$ cat config.mk
export PLATFORM = sky130hd
export DESIGN_NAME = exec_controller
export DESIGN_NICKNAME = d
export VERILOG_FILES = /design/src/rtl/exec_controller.sv
export SDC_FILE = /design/constraint.sdc
export NUM_CORES = 1
export LEC_CHECK = 0
export ABC_AREA = 0
export BUFFER_PORTS_ARGS = -buffer_cell sky130_fd_sc_hd__buf_2
export CAP_MARGIN = 20
export CORE_AREA = 3 3 63 123
export DETAILED_ROUTE_END_ITERATION = 10
export DIE_AREA = 0 0 66 126
export PLACE_DENSITY = 0.84
export SKIP_LAST_GASP = 1
export SYNTH_ARGS = -nofsm -noshare
export SYNTH_HDL_FRONTEND = slang
export SYNTH_SLANG_ARGS = --single-unit
export TNS_END_PERCENT = 10
$ cat constraint.sdc
create_clock -name clk -period 7.7 [get_ports clk]
set_clock_uncertainty 0.15 [all_clocks]
set_input_delay 2.31 -clock clk [delete_from_list [all_inputs] [get_ports clk]]
set_output_delay 2.31 -clock clk [all_outputs]
set_load 0.01 [all_outputs]
$ cat src/rtl/exec_controller.sv
// Run/step/halt execution controller for a single-cycle RISC-V datapath.
// Gates commits, handles breakpoints, HALT encodings and step counting.
module exec_controller #(
  parameter int unsigned STEP_W    = 16,
  parameter logic [31:0] HALT_WORD = 32'hFFFF_FFFF
) (
  input  logic              clk,
  input  logic              rst,
  input  logic              run_req,
  input  logic              step_req,
  input  logic              halt_req,
  input  logic [STEP_W-1:0] step_count,
  input  logic              bp_en,
  input  logic [31:0]       bp_addr,
  input  logic [31:0]       pc,
  input  logic [31:0]       instr,
  output logic              cpu_en,
  output logic [1:0]        state,
  output logic              halted,
  output logic              bp_hit,
  output logic [31:0]       retired
);

  typedef enum logic [1:0] {
    S_IDLE = 2'b00,
    S_RUN  = 2'b01,
    S_STEP = 2'b10,
    S_HALT = 2'b11
  } state_e;

  state_e            state_q, state_d;
  logic [STEP_W-1:0] rem_q, rem_d;
  logic              skip_q, skip_d;
  logic              bp_hit_q, bp_hit_d;
  logic [31:0]       retired_q, retired_d;

  logic active;
  logic stop_halt;
  logic stop_bp;
  logic stop_hw;
  logic stop;
  logic start_ok;

  assign active    = (state_q == S_RUN) || (state_q == S_STEP);
  assign stop_halt = halt_req;
  assign stop_bp   = bp_en && (pc == bp_addr) && !skip_q;
  assign stop_hw   = (instr == HALT_WORD);
  assign stop      = stop_halt || stop_bp || stop_hw;
  // rst gating keeps cpu_en low the instant reset is asserted
  assign cpu_en    = rst && active && !stop;
  assign start_ok  = !halt_req;

  always_comb begin
    state_d   = state_q;
    rem_d     = rem_q;
    skip_d    = skip_q;
    bp_hit_d  = bp_hit_q;
    retired_d = retired_q;
    if (cpu_en) begin
      retired_d = retired_q + 32'd1;
    end
    unique case (state_q)
      S_IDLE, S_HALT: begin
        if (start_ok && step_req) begin
          state_d  = S_STEP;
          rem_d    = (step_count == '0) ? {{(STEP_W-1){1'b0}}, 1'b1}
                                        : step_count;
          bp_hit_d = 1'b0;
          skip_d   = 1'b1;
        end else if (start_ok && run_req) begin
          state_d  = S_RUN;
          bp_hit_d = 1'b0;
          skip_d   = 1'b1;
        end
      end
      S_RUN, S_STEP: begin
        skip_d = 1'b0;
        if (stop) begin
          state_d = S_HALT;
          // halt_req outranks a coincident breakpoint as the stop cause
          if (stop_bp && !stop_halt) begin
            bp_hit_d = 1'b1;
          end
        end else if (state_q == S_STEP) begin
          rem_d = rem_q - {{(STEP_W-1){1'b0}}, 1'b1};
          if (rem_q == {{(STEP_W-1){1'b0}}, 1'b1}) begin
            state_d = S_HALT;
          end
        end
      end
      default: state_d = S_IDLE;
    endcase
  end

  always_ff @(posedge clk or negedge rst) begin
    if (!rst) begin
      state_q   <= S_IDLE;
      rem_q     <= '0;
      skip_q    <= 1'b0;
      bp_hit_q  <= 1'b0;
      retired_q <= '0;
    end else begin
      state_q   <= state_d;
      rem_q     <= rem_d;
      skip_q    <= skip_d;
      bp_hit_q  <= bp_hit_d;
      retired_q <= retired_d;
    end
  end

  assign state   = state_q;
  assign halted  = (state_q == S_HALT);
  assign bp_hit  = bp_hit_q;
  assign retired = retired_q;

endmodule

==> impl_metrics.ini <==
[logic_synthesis]
synth_xor_area_share_pct = 15.8
yosys.area_share.simple_pct = 28.4
async_reset_ff_share_pct = 100
synth-seq-cells = 52
synth_flop_cell = dfrtp_1
syn_area_um2 = 3540
yosysUniqueCellTypes = 46
syn_nets = 517
synth_edf_count = 0
synth_top_area_share_pct = 36.7
synthMuxAreaShare_pct = 1.45
synth_warnings = 0
synth_fa_ha_area_share_pct = 2.12
yosysSeqAreaShare_pct = 36.7
synth_compound_area_share_pct = 10.5
syn_avg_cell_area_um2 = 9.02
synth_top_cell_by_area = dfrtp_1
synth_area_leaders = dfrtp_1 (37%), xor2_1 (15%), nor4_1 (6.2%), nor3_1 (3.7%), nand3_1 (3.1%)
synthCells = 393
synth_top_family_by_area = simple AND/OR/NAND/NOR gates

[sta]
timing.hold.ws_ps = 340
tns_ps = 0
period_needed_ps = 6280
setup_viol = 0
slew_violations = 0
min_period_over_period_pct = 81.6
fmax_ghz = 0.159
relSlewSlack_pct = 45.0
rsz0062_at_grt = no
worstMarginPinSlew_ps = 825
hold_viol_final = 0

[worst_setup_path]
criticalPathCategory = in -> out
end_kind = primary output
cp_slowest_cell = o311ai_2
crit_family = simple AND/OR/NAND/NOR gates
path_max_fanout = 2
slowest_delay_ps = 360
crit_required_ps = 5240
worst-path-buf-inv = 3
crit_top_cell = buf_2
crit_path_start_kind = input pin
cp_cell_sequence = buf_2 -> xor2_1 -> nor4_1 -> nand4_1 -> o311ai_2 -> or2_1 -> inv_2 -> buf_2
arrival_ps = 3820

[final_layout]
ff_latch_area_um2 = 1300
fin_nets = 665
diodes = 0
multi_input_area_um2 = 2070
synthToLayoutAreaGrowth_pct = 27.5
postLayoutCellArea_um2 = 4520
drive_above_1_share_pct = 31.7
nFillCells = 588
fin_cells = 632

[power_and_ir_drop]
total_power_mw = 1.19
ir_drop_mv = 0.174
powerDensity_nw_per_um2 = 264
p_leak_nw = 2.37

[clocking]
clock-sinks = 52
cts_setup_buffers = 0
holdBufCountCts = 0
clock-root-buffer = clkbuf_16
clkSlewWorstSetupHoldPaths_ps = 70
cts-htree-levels = 2
cts_tree = done
cts_buffers = 5
postCtsResizedCells = 0
clk_path_buf_depth = 2
clk_latency_ps = 300

[run_status]
status = finished, final reports clean

[floorplan]
rows = 43
die_w_um = 66
dieArea_um2 = 8320
start_util_pct = 51.1
core-area_um2 = 6940
pin_count = 155
die_height_um = 126

[global_route]
antenna_found_initial = 0
grt_use_total_pct = 27.5
grt_max_degree = 54
grt_pass1_vias = 3735
grt_overflow = 0
grt_pass1_wl_mm = 18.0

[route]
first_pass_iters = 5
vias = 3831
drc = 0
final_antenna_net_count = 0
routedWlPerCell_um = 17.9
routed_wirelength_mm = 11.3
drt_iter0_drc = 489
vias_per_cell = 6.06

[place]
gp_congestion = 0.914
io_buffers = 154
dp.cells = 624
postPlaceCellArea_um2 = 4370
hpwl_mm = 8.87

[job]
maxCapViolCount = 0

[min_path]
hold_class = reg -> reg
## synth_stat cells (4+ instances only)
cell type / instances
nand2_1: 24
nand4_1: 16
a211o_1: 5
nor3b_1: 4
and4_1: 8
a21oi_1: 7
and2_1: 4
dfrtp_1: 52
nor3_1: 26
nor2_1: 14
nand3_1: 22
inv_1: 23
o21ai_0: 5
ha_1: 6
xnor2_1: 4
a41oi_1: 8
and3_1: 15
clkbuf_1: 10
a31oi_1: 5
nor4_1: 35
xor2_1: 60
## layer usage
| layer | wire [µm] | GRT usage, % | up-vias | share of wire [%] |
|---|---|---|---|---|
| met5 | 0 | 0 | - | 0 |
| met4 | 356 | 10.8 | 0 | 3.1 |
| met3 | 676 | 4.55 | 29 | 6.0 |
| met2 | 5950 | 47.2 | 209 | 53 |
| met1 | 4320 | 33.5 | 1830 | 38 |
| li1 | - | - | 1763 | - |
## final cells by class
| class | count | area share, % |
|---|---|---|
| timing repair buffer | 157 | 17.6 |
| inverter | 24 | 1.99 |
| clock buffer | 5 | 2.77 |
| tap | 90 | 2.49 |
| multi-input combinational | 301 | 45.8 |
| clock inverter | 3 | 0.581 |
| sequential | 52 | 28.8 |
## sequential cells by signal, summed over array words and instances, names as in the netlist
signal,cells
bp_hit,1
rem_q,16
retired,32
skip_q,1
state,2
## kinds of logic after synthesis
group           count (synthesis)
fa+ha+maj                       6
simple gates                  178
buf+inv                        40
flops                          52
mux                             4
compound gates                 49
xor+xnor                       64
## report_power, final
part | total (mW) | leakage [nW] | internal, mW | switching [mW]
registers | 0.412 | 0.676 | 0.337 | 0.0749
clock network | 0.231 | 0.0744 | 0.123 | 0.108
logic | 0.552 | 1.62 | 0.228 | 0.323
total | 1.19 | 2.37 | 0.688 | 0.506
## through the flow
step	setup WS (ps)	util [%]
after floorplan	1620	-
after global placement	1380	62.8
after detailed placement	1380	62.9
after CTS	1370	65.1
after global routing	1250	65.1
final	1420	65.1
## worst paths after layout
path,from,slack [ps],cells past startpoint,to
max reg2reg,state[0],4530,6,rem_q[9]
min reg2reg,retired[22],340,1,retired[22]
min in group asynchronous,rst,2010,2,bp_hit
min,retired[22],340,1,retired[22]
max in group asynchronous,rst,4950,2,rem_q[6]
max,bp_addr[29],1420,8,cpu_en
## placed cells by master, fill, tap and decap left out, types with 5 or more instances in the layout
cell type | Yosys | routed
a41oi_1 | 8 | 8
nand2_1 | 24 | 24
nor4_1 | 35 | 35
xor2_1 | 60 | 60
a31oi_1 | 5 | 5
nand3_1 | 22 | 22
and4_1 | 8 | 8
nor2_1 | 14 | 14
a211o_1 | 5 | 5
clkbuf_16 | 0 | 5
ha_1 | 6 | 6
nand4_1 | 16 | 16
nor3_1 | 26 | 26
dfrtp_1 | 52 | 52
and3_1 | 15 | 15
buf_2 | 3 | 154
o21ai_0 | 5 | 5
inv_1 | 23 | 23
a21oi_1 | 7 | 7
No activity file was read; power rests on OpenSTA's default activity.
